[src/rtl/mac_sequencer_if.sv]
// mac_sequencer_if: job, beat, counter and result signals
// between the issuer/datapath side and the sequencer.
interface mac_sequencer_if;
  logic       start;
  logic [3:0] len;
  logic       abort;
  logic       op_valid;
  logic       op_ready;
  logic [3:0] count_out;
  logic       count_enb;
  logic       count_reset;
  logic       mac_clr;
  logic       mac_en;
  logic       busy;
  logic       result_valid;
  logic       result_ready;

  modport master (
    output start, len, abort, op_valid,
    output count_out, result_ready,
    input  op_ready, count_enb, count_reset,
    input  mac_clr, mac_en, busy, result_valid
  );

  modport slave (
    input  start, len, abort, op_valid,
    input  count_out, result_ready,
    output op_ready, count_enb, count_reset,
    output mac_clr, mac_en, busy, result_valid
  );
endinterface

[src/rtl/mac_sequencer.sv]
// mac_sequencer: sequences one MAC job -- clear, feed beats,
// wait out pipeline latency, hold result until consumed.
module mac_sequencer #(
  parameter int MAC_LAT = 2
) (
  input  logic           clk_out,
  input  logic           rst,
  mac_sequencer_if.slave bus
);
  typedef enum logic [2:0] {
    IDLE,
    CLEAR,
    RUN,
    DRAIN,
    DONE
  } state_t;

  localparam logic [2:0] DRAIN_INIT =
    (MAC_LAT > 0) ? 3'(MAC_LAT - 1) : 3'd0;

  state_t     state;
  logic [3:0] len_q;
  logic [2:0] drain_q;
  logic       op_ready_q;
  logic       mac_clr_q;
  logic       result_valid_q;
  logic       busy_q;

  logic fire;
  logic last;
  logic take;
  logic cancel;

  // op_ready_q is only ever high in RUN, so this is a RUN beat
  assign fire   = op_ready_q & bus.op_valid;
  // count_out still holds the pre-increment value here
  assign last   = fire & (bus.count_out == len_q);
  assign take   = result_valid_q & bus.result_ready;
  assign cancel = bus.abort & busy_q;

  assign bus.op_ready     = op_ready_q;
  assign bus.mac_clr      = mac_clr_q;
  assign bus.result_valid = result_valid_q;
  assign bus.busy         = busy_q;

  // abort suppresses the beat so enable and clear never collide
  assign bus.mac_en    = fire & ~bus.abort & ~rst;
  assign bus.count_enb = fire & ~bus.abort & ~rst;

  assign bus.count_reset =
    ~rst & (mac_clr_q | take | cancel);

  // State register with registered Moore outputs
  always_ff @(posedge clk_out) begin
    if (rst) begin
      state          <= IDLE;
      len_q          <= '0;
      drain_q        <= '0;
      op_ready_q     <= 1'b0;
      mac_clr_q      <= 1'b0;
      result_valid_q <= 1'b0;
      busy_q         <= 1'b0;
    end else begin
      mac_clr_q <= 1'b0;
      if (cancel) begin
        state          <= IDLE;
        op_ready_q     <= 1'b0;
        result_valid_q <= 1'b0;
        busy_q         <= 1'b0;
      end else begin
        case (state)
          IDLE: begin
            if (bus.start && !bus.abort) begin
              state     <= CLEAR;
              len_q     <= bus.len;
              mac_clr_q <= 1'b1;
              busy_q    <= 1'b1;
            end
          end
          CLEAR: begin
            state      <= RUN;
            op_ready_q <= 1'b1;
          end
          RUN: begin
            if (last) begin
              op_ready_q <= 1'b0;
              if (MAC_LAT == 0) begin
                state          <= DONE;
                result_valid_q <= 1'b1;
              end else begin
                state   <= DRAIN;
                drain_q <= DRAIN_INIT;
              end
            end
          end
          DRAIN: begin
            if (drain_q == 3'd0) begin
              state          <= DONE;
              result_valid_q <= 1'b1;
            end else begin
              drain_q <= drain_q - 3'd1;
            end
          end
          DONE: begin
            if (bus.result_ready) begin
              state          <= IDLE;
              result_valid_q <= 1'b0;
              busy_q         <= 1'b0;
            end
          end
          default: begin
            state          <= IDLE;
            op_ready_q     <= 1'b0;
            result_valid_q <= 1'b0;
            busy_q         <= 1'b0;
          end
        endcase
      end
    end
  end
endmodule
[src/flat_wrapper.sv]
// flat-port wrapper written by rule: the top's interface ports become plain ports
module mac_sequencer_flat 
#(
  parameter int MAC_LAT = 2
)
  (clk_out, rst, bus_start, bus_len, bus_abort, bus_op_valid, bus_count_out, bus_result_ready, bus_op_ready, bus_count_enb, bus_count_reset, bus_mac_clr, bus_mac_en, bus_busy, bus_result_valid);
  mac_sequencer_if bus_i ();
  input  logic clk_out;
  input  logic rst;
  input wire logic [$bits(bus_i.start)-1:0] bus_start;
  input wire logic [$bits(bus_i.len)-1:0] bus_len;
  input wire logic [$bits(bus_i.abort)-1:0] bus_abort;
  input wire logic [$bits(bus_i.op_valid)-1:0] bus_op_valid;
  input wire logic [$bits(bus_i.count_out)-1:0] bus_count_out;
  input wire logic [$bits(bus_i.result_ready)-1:0] bus_result_ready;
  output wire logic [$bits(bus_i.op_ready)-1:0] bus_op_ready;
  output wire logic [$bits(bus_i.count_enb)-1:0] bus_count_enb;
  output wire logic [$bits(bus_i.count_reset)-1:0] bus_count_reset;
  output wire logic [$bits(bus_i.mac_clr)-1:0] bus_mac_clr;
  output wire logic [$bits(bus_i.mac_en)-1:0] bus_mac_en;
  output wire logic [$bits(bus_i.busy)-1:0] bus_busy;
  output wire logic [$bits(bus_i.result_valid)-1:0] bus_result_valid;
  assign bus_i.start = bus_start;
  assign bus_i.len = bus_len;
  assign bus_i.abort = bus_abort;
  assign bus_i.op_valid = bus_op_valid;
  assign bus_i.count_out = bus_count_out;
  assign bus_i.result_ready = bus_result_ready;
  assign bus_op_ready = bus_i.op_ready;
  assign bus_count_enb = bus_i.count_enb;
  assign bus_count_reset = bus_i.count_reset;
  assign bus_mac_clr = bus_i.mac_clr;
  assign bus_mac_en = bus_i.mac_en;
  assign bus_busy = bus_i.busy;
  assign bus_result_valid = bus_i.result_valid;
  mac_sequencer #(.MAC_LAT(MAC_LAT)) u_core (.clk_out(clk_out), .rst(rst), .bus(bus_i));
endmodule
[config.mk]
export PLATFORM = sky130hd
export DESIGN_NAME = mac_sequencer_flat
export DESIGN_NICKNAME = d
export VERILOG_FILES = /design/src/rtl/mac_sequencer_if.sv /design/src/rtl/mac_sequencer.sv /design/src/flat_wrapper.sv
export SDC_FILE = /design/constraint.sdc
export NUM_CORES = 1
export LEC_CHECK = 0
export BUFFER_PORTS_ARGS = -buffer_cell sky130_fd_sc_hd__buf_2
export CAP_MARGIN = 5
export CORE_MARGIN = 2
export CORE_UTILIZATION = 49
export DETAILED_ROUTE_END_ITERATION = 8
export GPL_TIMING_DRIVEN = 0
export HOLD_SLACK_MARGIN = 0.05
export PLACE_DENSITY = 0.84
export RECOVER_POWER = 100
export SYNTH_ARGS = -nofsm -noshare
export SYNTH_HDL_FRONTEND = slang
export SYNTH_SLANG_ARGS = --single-unit
[constraint.sdc]
create_clock -name clk_out -period 1.6 [get_ports clk_out]
set_input_delay 0.08 -clock clk_out [delete_from_list [all_inputs] [get_ports clk_out]]
set_output_delay 0.08 -clock clk_out [all_outputs]
set_load 0.02 [all_outputs]
# Yosys cells after proc, flatten, opt, wreduce, memory -nomap -nowiden
# Index checks and enable logic that the tools add are counted.
word_totals:
  output_inout_bits: 7
  reg_bits: 14
  inputBits: 14
  word_cells: 66
classes:
  bitwise_logic: 16
  n_eq_ne: 10
  addsub: 1
  n_reduce_logical: 16
  n_mux: 16
ops:
  columns: ["op", "n"]
  rows:
  - ["$mux 3", 6]
  - ["$pmux 3 s5", 1]
  - ["$reduce_or 3->1", 4]
  - ["$pmux 1 s3", 3]
  - ["$reduce_and 3->1", 3]
  - ["$reduce_and 4->1", 2]
  - ["$and 1x1->1", 7]
  - ["$not 1->1", 7]
  - ["$eq 3x2->1 const B", 2]
  - ["$logic_not 3->1", 2]
  - ["$ne 2x1->1 const B", 3]
  - ["$pmux 3 s2", 1]
  - ["$mux 1", 5]
  - ["$eq 4x4->1", 1]
  - ["$ne 2x2->1 const B", 2]
  - ["$eq 3x1->1 const B", 1]
  - ["$eq 3x3->1 const B", 1]
  - ["$sub 3x1->3 const B", 1]
  - ["$or 1x1->1", 2]
  - ["$reduce_and 2->1", 1]
  - ["$reduce_bool 2->1", 1]
  - ["$reduce_or 2->1", 1]
  - ["$logic_and 1x1->1", 1]
  - ["$logic_not 1->1", 1]

# Longest topological paths before layout
# Gate-level depths: netlist of run 1.
logic_depth:
  word_depth: 4
  depth_mapped: 7
  ltp_nobuf: 7

# Least setup slack after synthesis of run 1
# OpenSTA, ideal clock, no wires.
synth_path:
  path_type: "reg-to-output"
  start: "register u_core.op_ready_q (netlist: u_core.bus.op_ready)"
  end: "output port bus_mac_en"
  required_ps: 1520
  path_stages_with_launch: 4
  path_slack_ps: 220
  path_buffers: 1
  arrival_time_ps: 1300
  path_cell_list: "dfxtp_1 -> nand2_1 -> nor3_1 -> buf_4"
synth_between:
  elab_chain_cells: 3
synth_lines:
  columns: ["item", "line_no", "text"]
  rows:
  - ["from (decl)", "mac_sequencer.sv:24", "logic op_ready_q;"]
  - ["from (signal assigned)", "mac_sequencer.sv:59", "op_ready_q <= 1'b0;"]
  - ["from (signal assigned)", "mac_sequencer.sv:67", "op_ready_q <= 1'b0;"]
  - ["from (signal assigned)", "mac_sequencer.sv:82", "op_ready_q <= 1'b1;"]
  - ["$and 1x1->1", "mac_sequencer.sv:35", "assign fire = op_ready_q & bus.op_valid;"]
  - ["$and 1x1->1 (2 in series)", null, null]
  - ["to (decl)", "flat_wrapper.sv:20", "output wire logic [$bits(bus_i.mac_en)-1:0] bus_mac_en;"]
# Every way passes these cells.

# Final worst setup path of run 1
layout_path:
  start: "register u_core.state[1]"
  end: "register u_core.drain_q[0]"
layout_between:
  elab_chain_cells: 3
  word_cells_on_any_way: 7
  classes_between: "4 x eq/ne; 1 x mux; 2 x reduce/logical"
layout_lines:
  columns: ["item", "line_no", "text"]
  rows:
  - ["from (decl)", "mac_sequencer.sv:21", "state_t state;"]
  - ["from (signal assigned)", "mac_sequencer.sv:56", "state <= IDLE;"]
  - ["from (signal assigned)", "mac_sequencer.sv:66", "state <= IDLE;"]
  - ["from (signal assigned)", "mac_sequencer.sv:74", "state <= CLEAR;"]
  - ["$eq 3x2->1", "mac_sequencer.sv:71", "case (state)"]
  - ["$ne 2x2->1 (no source line), or another cell as far along", null, null]
  - ["$reduce_and 4->1 (no source line)", null, null]
  - ["to (signal assigned)", "mac_sequencer.sv:101", "drain_q <= drain_q - 3'd1;"]
  - ["to (decl)", "mac_sequencer.sv:23", "logic [2:0] drain_q;"]
# Parallel ways exist; a longest one is shown, timed or not.
# A chain may end at the register's enable or synchronous reset.

==> results.md, run 1 <==
- First DRT Iteration DRCs: 11
- Worst setup margin: ~0.16 ns
- Num CTS Buffers: 3
- Via density: 5.49
- Die width: about 44 um
- Clk Latency, worst-skew pair: between 0.2 and 0.3 ns
- Filler cell count: 130
- Total Power: just over 0.0007 W
- Mapped Cells: just over 90
- Root Buffer: clkbuf_4
- Num rows: 14
- Remaining DRCs: 0
- DP Wirelength: ~1200 um
- DR vias: ~750
- Port Buffers: 20
- Worst EP required: 1.81 ns
- Arrival time worst endpoint: between 1.5 and 2 ns
- Type of origin of the critical path: flip-flop
- First-pass GRT wire length: between 2000 and 3000 um
- Nets: around 140
- Endpoints failing setup: 0
- Antenna cells: 0
- Clock Pin Slew Worst Setup and Hold Paths: 0.09 ns
- Slew Limit Fails: 0
- Final Non-Filler Cells: between 100 and 150
- Die footprint: roughly 1900 um2
- Sequential element share of the synthesized area: 0.363
- Syn avg cell area: 8.39 um2
- Layout cells sized above 1: 0.208
- Maxcap violations: 0
- Final worst path period need: about 1.4 ns
- Slew @ Worst Pin: 0.450 ns
- Hold WC Path Type: primary input to flip-flop
- Crit share post-route: 0.902
- CP Launch Point: u_core.state[1]
- Status: completed
- Yosys cell types: 31
- RD Place Congestion: ~0.82
- Drt pass-1 iters: 4
- Post-layout util: 0.647
- Vias in the first global route: roughly 660
- Worst r2r src: u_core.state[1]
- CTS max path bufs: 2
- Drt total wl: ~1600 um
- Leak pwr: 0.404 nW
- Worst slack at placement: 0.139 ns
- Worst hold start: bus_start
- # H-tree levels: 1
- Routed Antenna Nets: 0
- Worst Clk Skew: ~0.0089 ns
- Setup TNS: 0 ns
- Fin. Hold Viols: 0
- Synth Warn #: 0
- DP Cell Count: ~130
- Die Y: about 44 um
- # clock sinks: 14
- Core area: between 1000 and 1500 um2
- Mapped cell area: roughly 770 um2
- Boundary Pins: 21
- Post-synth EDFFs: 0
- Starting density of the core: 0.518
- Net Count, Synth: around 110
- Routed length per placed instance: ~12 um
- Asr flop ratio synth: 0
- Grt ovf: 0
- CP max FO: 9
- GRT Util Overall: 0.191
- Pin count of the biggest net entering global routing: 11
- Max IR drop VDD: about 0.00054 V
- Worst setup path category: flip-flop to flip-flop
- Area Overhead vs Synth: 24.8%
- CTS tree: yes
- RSZ-0062 raised after global routing: no
- Initial antenna violation count: 0
- FMAX: approximately 700 MHz
- PD cells: about 750 nW/um2
- Post-CTS setup buffers: 0
- Rel. slew slack: 0.700
- Register bit total from synthesis: 14
- Worst Setup End Kind: flip-flop
- Primary FF master, synth: dfxtp_1
[Yosys cell counts (all sizes together) (2+ instances only)]
cell,instances,area share
o22ai,2,0.016
nand2,5,0.028
nand2b,2,0.016
o21ai,3,0.019
xnor2,4,0.045
inv,5,0.024
nor3,6,0.045
nor2b,2,0.026
a21o,2,0.019
nand3b,2,0.019
nand3,4,0.026
mux2i,7,0.091
nor2,13,0.063
buf,5,0.050
and3,2,0.016
a21oi,4,0.026
dfxtp,14,0.36
nor4,2,0.016
ha,2,0.032
[logic make-up (layout without fill, tap and decap cells)]
| kind of cell | after synthesis | after routing | share of synthesized area |
|---|---|---|---|
| buffers and inverters | 11 | 39 | 0.0794 |
| and+or+nand+nor | 40 | 40 | 0.276 |
| adders and majority gates | 2 | 2 | 0.0324 |
| xor gates and xnor gates | 4 | 4 | 0.0454 |
| muxes | 7 | 7 | 0.0908 |
| AOI/OAI and AO/OA | 14 | 14 | 0.113 |
| DFF | 14 | 14 | 0.363 |
[flip-flops by register name, summed over array words and instances, names as in the netlist]
name,count
u_core.bus.op_ready,1
u_core.bus.result_valid,1
u_core.bus.mac_clr,1
u_core.drain_q,3
u_core.bus.busy,1
u_core.state,3
u_core.len_q,4
[cells in the final DEF, fill, tap and decap left out, drive strengths merged]
cell	instances
nor3	6
dfxtp	14
o22ai	2
a21o	2
ha	2
nand2	5
a31oi	1
xnor2	4
nor2b	2
a221oi	1
nand2b	2
clkbuf	13
nand3b	2
nor2	13
buf	17
mux2i	7
and3	2
o311a	1
o21ai	3
or3	1
inv	5
a21oi	4
nand4b	1
dlygate4sd3	4
nor4	2
nand3	4
[path summary, 6_finish.rpt]
check | to | cells after the start | slack [ns]
worst max-delay path | u_core.drain_q[0] | 5 | 0.16
worst min-delay path | u_core.bus.busy | 3 | 0.12
worst max register to register | u_core.drain_q[0] | 5 | 0.16
worst min register to register | u_core.drain_q[1] | 2 | 0.52
[power breakdown]
group / switching (W) / internal (W)
clock: 0.000119 / 0.000139
combinational: 0.0000507 / 0.0000475
sequential: 0.00000759 / 0.000358
total: 0.000178 / 0.000545
[repair_timing]
action                                  in CTS  in global routing
hold buffers                                 4                  0
gates resized for setup                      0                  2
hold endpoints to repair                     4                  0
endpoints found under the setup margin       0                  2
[per-layer routing]
layer / vias to the layer above / global-route usage / routed length, um
li1: 377 / - / -
met1: 349 / 0.234 / 718
met2: 16 / 0.326 / 851
met3: 4 / 0.0250 / 41
met4: 0 / 0.0909 / 29
met5: - / 0 / 0
[layout make-up]
cell class,instances,area (um2),area share
Sequential cell,14,280,0.291
Timing Repair Buffer,24,131,0.136
Buffer,6,38.8,0.0403
Multi-Input combinational cell,67,438,0.455
Tap cell,16,20.0,0.0208
Clock buffer,4,36.3,0.0377
Inverter,5,18.8,0.0195
[through the flow]
step | instance area, um2 | hold WS, ns
global route | 963 | 0.118
CTS | 968 | 0.112
finish | 963 | 0.115
detailed placement | 892 | 0.326
floorplan | 772 | 0.227
global placement | 892 | 0.312
[worst max-delay path: stages, from the launching register on]
cell and delay [ns]:
dfxtp_1 0.31, clkbuf_1 0.27, nor2b_4 0.24, nand2_2 0.09, o311a_1 0.30, nor3_2 0.15
Note: power is estimated with default switching activity, not from simulation.
==> run 2: changes to the inputs <==
--- a/config.mk
+++ b/config.mk
@@ -14,6 +14,7 @@
 export HOLD_SLACK_MARGIN = 0.05
 export PLACE_DENSITY = 0.84
 export RECOVER_POWER = 100
+export SETUP_SLACK_MARGIN = 0.2
 export SYNTH_ARGS = -nofsm -noshare
 export SYNTH_HDL_FRONTEND = slang
 export SYNTH_SLANG_ARGS = --single-unit
==> results.md, run 2 (synthesis results as in run 1) <==
- Switching power: 0.000177 W (-0.13%)
- Clock Pin Slew Worst Setup and Hold Paths: 0.09 ns (about the same)
- Combinational share of power: 0.138 (+0.002)
- Root Buffer: clkbuf_4
- Num rows: 14 (unchanged)
- # clock sinks: 14 (unchanged)
- Port Buffers: 20 (unchanged)
- CTS tree: yes
- Boundary Pins: 21 (unchanged)
- RD Place Congestion: 0.818 (unchanged)
- Drt pass-1 iters: 4 (unchanged)
- Initial antenna violation count: 0 (unchanged)
- Rel. slew slack: 0.700 (about the same)
- FMAX: 723 MHz (+4.4%)
- Worst setup margin: 0.217 ns (+0.0604 ns)
- Worst Setup End Kind: flip-flop
- # H-tree levels: 1 (unchanged)
- WL met3: 36 um (-12%)
- Antenna cells: 0 (unchanged)
- Type of origin of the critical path: flip-flop
- Met2 routed WL: 868 um (+2.0%)
- Via density: 5.48 (-0.13%)
- Clk Latency, worst-skew pair: 0.29 ns (about the same)
- Worst Clk Skew: 0.00895 ns (+0.000000920 ns)
- Cells on worst reg2reg path: 7 (+2)
- Worst setup path category: flip-flop to flip-flop
- Register area: 280 um2 (unchanged)
- Layout cells sized above 1: 0.242 (+0.0333)
- Hold Path Cell Cnt: 3 (unchanged)
- Commonest non-fill, non-tap cells in the layout: dfxtp_1, buf_2, nor2_1
- RSZ-0062 raised after global routing: no
- Status: completed
- Met1 WL: 739 um (+2.9%)
- Reg2reg setup slack: 0.22 ns (+0.06 ns)
- Largest regs: u_core.len_q: 4 flops, u_core.drain_q: 3 flops, u_core.state: 3 flops
- Most common cell after layout, fill and taps aside: dfxtp_1
- Switching share of power: 0.245 (-0.000617)
- DR vias: 745 (-0.13%)
- Final worst path period need: 1.38 ns (-0.0604 ns)
- Filler cell count: 130 (unchanged)
- Max FFs per register: 4 (unchanged)
- First-pass GRT wire length: 2700 um (unchanged)
- Nets: 137 (unchanged)
- Worst slack at placement: 0.139 ns (unchanged)
- Die footprint: 1910 um2 (unchanged)
- Top Metal Used: met4
- Slew Limit Fails: 0 (unchanged)
- Starting density of the core: 0.518 (unchanged)
- Top reg by flops: u_core.len_q
- GRT Util Overall: 0.191 (unchanged)
- Vias in the first global route: 661 (-0.15%)
- Die width: 43.7 um (unchanged)
- CTS max path bufs: 2 (unchanged)
- Routed Antenna Nets: 0 (unchanged)
- Num CTS Buffers: 3 (unchanged)
- Crit share post-route: 0.865 (-0.0377)
- Clk network pwr share: 0.356 (about the same)
- Area Overhead vs Synth: 28.2%
- Setup TNS: 0 ns (unchanged)
- Int Power: 0.000546 W (+0.21%)
- Pin count of the biggest net entering global routing: 11 (unchanged)
- Leak pwr: 0.412 nW (+1.9%)
- First DRT Iteration DRCs: 10 (-1)
- Multi-input gate area in the final layout: 460 um2 (+5.1%)
- Arrival time worst endpoint: 1.59 ns (-0.06 ns)
- Slew @ Worst Pin: 0.450 ns (-0.0000609 ns)
- Core area: 1490 um2 (unchanged)
- Routed length per placed instance: 12.3 um (+2.3%)
- Fin. Hold Viols: 0 (unchanged)
- Drt total wl: 1680 um (+2.3%)
- CP max FO: 5 (-4)
- Die Y: 43.7 um (unchanged)
- Worst EP required: 1.81 ns (about the same)
- Sequential Power Share: 0.506 (about the same)
- Grt ovf: 0 (unchanged)
- Hold WC Path Type: primary input to flip-flop
- DP Wirelength: 1230 um (unchanged)
- PD cells: 730 nW/um2 (-2.5%)
- Remaining DRCs: 0 (unchanged)
- Maxcap violations: 0 (unchanged)
- Endpoints failing setup: 0 (unchanged)
- Max IR drop VDD: 0.000542 V (about the same)
[run 2: cell types whose count changed in the layout (fill, tap and decap cells not counted)]
cell and delta:
nor2_4 +1, ha_1 -1, nor2_2 +1, clkbuf_2 +1, buf_2 -1, clkbuf_1 -1
ha_4 +1, buf_4 +1, nor2_1 -2
[run 2: area by class of cell]
cell class,instances,share of cell area
Buffer,6,0.0430
Clock buffer,4,0.0367
Inverter,5,0.0190
Multi-Input combinational cell,67,0.465
Sequential cell,14,0.283
Tap cell,16,0.0202
Timing Repair Buffer,24,0.133
[run 2: critical path, cell delays in order, from the launching register on]
cell and delay [ns]:
dfxtp_1 0.34, inv_1 0.08, ha_1 0.23, ha_4 0.18, nand2b_4 0.16, nor2_1 0.10
mux2i_1 0.07, o22ai_1 0.14
[run 2: final timing paths]
kind                                         from           endpoint
worst max register to register  u_core.drain_q[0]  u_core.drain_q[1]
worst min register to register  u_core.drain_q[1]  u_core.drain_q[1]
worst max-delay path            u_core.drain_q[0]  u_core.drain_q[1]
worst min-delay path                    bus_start    u_core.bus.busy
[run 2: metal layers]
layer / GRT usage / vias to the layer above
met5: 0 / -
met4: 0.0909 / 0
met3: 0.0250 / 5
met2: 0.326 / 16
met1: 0.234 / 345
li1: - / 379
[run 2: metrics by stage]
step / hold WS (ns) / total power, W / utilization / cell area, um2 / cells
after floorplan: 0.227 / 0.000431 / - / 772 / 92
after global placement: 0.312 / 0.000463 / 0.599 / 892 / 128
after CTS: 0.112 / 0.000729 / 0.660 / 982 / 136
after detailed placement: 0.326 / 0.000466 / 0.599 / 892 / 128
after global routing: 0.118 / 0.000748 / 0.665 / 990 / 136
final: 0.111 / 0.000723 / 0.665 / 990 / 136
[run 2: what timing repair did]
item	in CTS	in global routing
pin swaps	0	1
hold endpoints to repair	4	0
endpoints found under the setup margin	3	8
gates resized for setup	3	8
hold buffers	4	0
setup buffers	0	0
[run 2: power groups by stage]
stage               sequential, W  combinational [W]  clock [W]
global placement         0.000373          0.0000896          0
detailed placement       0.000374          0.0000919          0
floorplan                0.000377          0.0000541          0
finish                   0.000366          0.0000997   0.000257
CTS                      0.000366          0.0000999   0.000263
global route             0.000367           0.000110   0.000271
==> run 3: changes to the inputs <==
==> constraint.sdc (replaced) <==
create_clock -name clk_out -period 1.34 [get_ports clk_out]
set_input_delay 0.067 -clock clk_out [delete_from_list [all_inputs] [get_ports clk_out]]
set_output_delay 0.067 -clock clk_out [all_outputs]
set_load 0.02 [all_outputs]
==> results.md, run 3 (synthesis results as in run 1) <==
- Status: completed
- Switching power: 0.000267 W (+50%)
- CTS max path bufs: 2 (unchanged)
- CP Launch Point: u_core.len_q[0]
- Combinational share of power: 0.191 (+0.053)
- Remaining DRCs: 0 (unchanged)
- First DRT Iteration DRCs: 32 (+22)
- Via density: 6.15 (+12%)
- First-pass GRT wire length: 4000 um (+48%)
- Drt total wl: 3010 um (+79%)
- Max IR drop VDD: 0.000687 V (+27%)
- Cell Chain, Critical Path: xnor2_2 > nand3_2 > o311a_1 > nor3_2
- Sequential Power Share: 0.466 (-0.040)
- Drt pass-1 iters: 4 (unchanged)
- Num CTS Buffers: 3 (unchanged)
- Pin count of the biggest net entering global routing: 11 (unchanged)
- Critical Path Max Stage Delay: 0.42 ns (+0.08 ns)
- Grt ovf: 0 (unchanged)
- CTS tree: yes
- Port Buffers: 20 (unchanged)
- Type of origin of the critical path: flip-flop
- Boundary Pins: 21 (unchanged)
- Filler cell count: 76 (-42%)
- Antenna cells: 0 (unchanged)
- Die Y: 43.7 um (unchanged)
- Leak pwr: 0.528 nW (+28%)
- RD Place Congestion: 0.800 (-2.1%)
- CP delay by family, top: flip-flops
- Root Buffer: clkbuf_4
- Routed Antenna Nets: 0 (unchanged)
- Fin. Hold Viols: 0 (unchanged)
- Commonest non-fill, non-tap cells in the layout: buf_4, buf_2, nor2_1, dfxtp_2
- Nets: 151 (+10%)
- Top reg by flops: u_core.len_q
- Slew @ Worst Pin: 0.470 ns (+0.0201 ns)
- Die width: 43.7 um (unchanged)
- Layout cells sized above 1: 0.567 (+0.325)
- DP Wirelength: 1320 um (+7.3%)
- Arrival time worst endpoint: 1.56 ns (-0.03 ns)
- Largest regs: u_core.len_q: 4 flops, u_core.drain_q: 3 flops, u_core.state: 3 flops
- GRT Util Overall: 0.291 (+0.101)
- Worst r2r src: u_core.len_q[0]
- Worst Clk Skew: 0.00840 ns (-0.000549 ns)
- PD cells: 765 nW/um2 (+4.7%)
- # clock sinks: 14 (unchanged)
- Crit share post-route: 0.998 (+0.133)
- Clock Pin Slew Worst Setup and Hold Paths: 0.10 ns (about the same)
- Final worst path period need: 1.34 ns (-0.0461 ns)
- Int Power: 0.000684 W (+25%)
- Worst Path Buf+Inv: 0 (-1)
- Worst EP required: 1.56 ns (-0.25 ns)
- Crit-path slowest cell: dfxtp_1
- Clk Latency, worst-skew pair: 0.30 ns (about the same)
- Max FFs per register: 4 (unchanged)
- Num rows: 14 (unchanged)
- Total Power: 0.000950 W (+31%)
- Setup TNS: 0 ns (unchanged)
- Area Overhead vs Synth: 60.9%
- Worst setup path category: flip-flop to flip-flop
- Endpoints failing setup: 0 (unchanged)
- Die footprint: 1910 um2 (unchanged)
- Switching share of power: 0.280 (+0.0352)
- DR vias: 923 (+24%)
- Hold WC Path Type: primary input to flip-flop
- Clk network pwr share: 0.343 (-0.013)
- Starting density of the core: 0.518 (unchanged)
- Vias in the first global route: 892 (+35%)
- FMAX: 748 MHz (+3.4%)
- Worst Setup End Kind: flip-flop
- Worst hold start: bus_start
- Rel. slew slack: 0.686 (-0.0134)
- Routed length per placed instance: 20.0 um (+62%)
- RSZ-0062 raised after global routing: yes
- Initial antenna violation count: 0 (unchanged)
- # H-tree levels: 1 (unchanged)
- CP max FO: 4 (-1)
- Core area: 1490 um2 (unchanged)
- Maxcap violations: 0 (unchanged)
- Slew Limit Fails: 0 (unchanged)
[run 3: final cells by class]
type / count / area [um2] / share of cell area
multi-input cells: 67 / 574 / 0.462
flip-flops and latches: 14 / 292 / 0.235
repair buffers: 38 / 249 / 0.200
plain buffers: 6 / 52.6 / 0.0423
clock buffers: 4 / 36.3 / 0.0292
well taps: 16 / 20.0 / 0.0161
inverters: 5 / 18.8 / 0.0151
[run 3: stage by stage]
step | hold WS, ns | area [um2] | utilization | setup WS [ns] | std cells
final | 0.123 | 1240 | 0.834 | 0.00286 | 150
after global routing | 0.152 | 1240 | 0.834 | -0.0719 | 150
after CTS | 0.0862 | 1200 | 0.808 | 0.0519 | 148
after detailed placement | 0.318 | 968 | 0.650 | 0.0714 | 128
after global placement | 0.304 | 968 | 0.650 | 0.131 | 128
after floorplan | 0.189 | 848 | - | 0.190 | 92
[run 3: timing repair]
action,in CTS,in global routing
buffers inserted,12,2
endpoints found under the setup margin,14,16
cloned,0,0
pin swaps,10,5
hold buffers,4,0
gates resized for setup,19,12
hold endpoints to repair,4,0
[run 3: power by group through the flow]
stage | combinational (W) | sequential (W) | clock [W]
after global placement | 0.000116 | 0.000447 | 0
final | 0.000182 | 0.000443 | 0.000326
after CTS | 0.000154 | 0.000440 | 0.000312
after detailed placement | 0.000118 | 0.000447 | 0
after floorplan | 0.0000719 | 0.000451 | 0
after global routing | 0.000192 | 0.000444 | 0.000333
[run 3: worst min-delay path: stages]
cell     delay, ns
buf_2         0.12
nand3_1       0.13
nor2_1        0.06
[run 3: layer usage]
layer / global-route usage / share of wire / vias up
met5: 0 / 0 / -
met4: 0.152 / 0.043 / 0
met3: 0.0583 / 0.085 / 22
met2: 0.518 / 0.51 / 73
met1: 0.324 / 0.36 / 425
li1: - / - / 403
[run 3: worst paths after layout]
kind	end	slack (ns)	cells after the start
worst max-delay path	u_core.drain_q[0]	0.003	4
worst min-delay path	u_core.bus.mac_clr	0.12	3
worst max register to register	u_core.drain_q[0]	0.003	4
worst min register to register	u_core.drain_q[1]	0.53	2
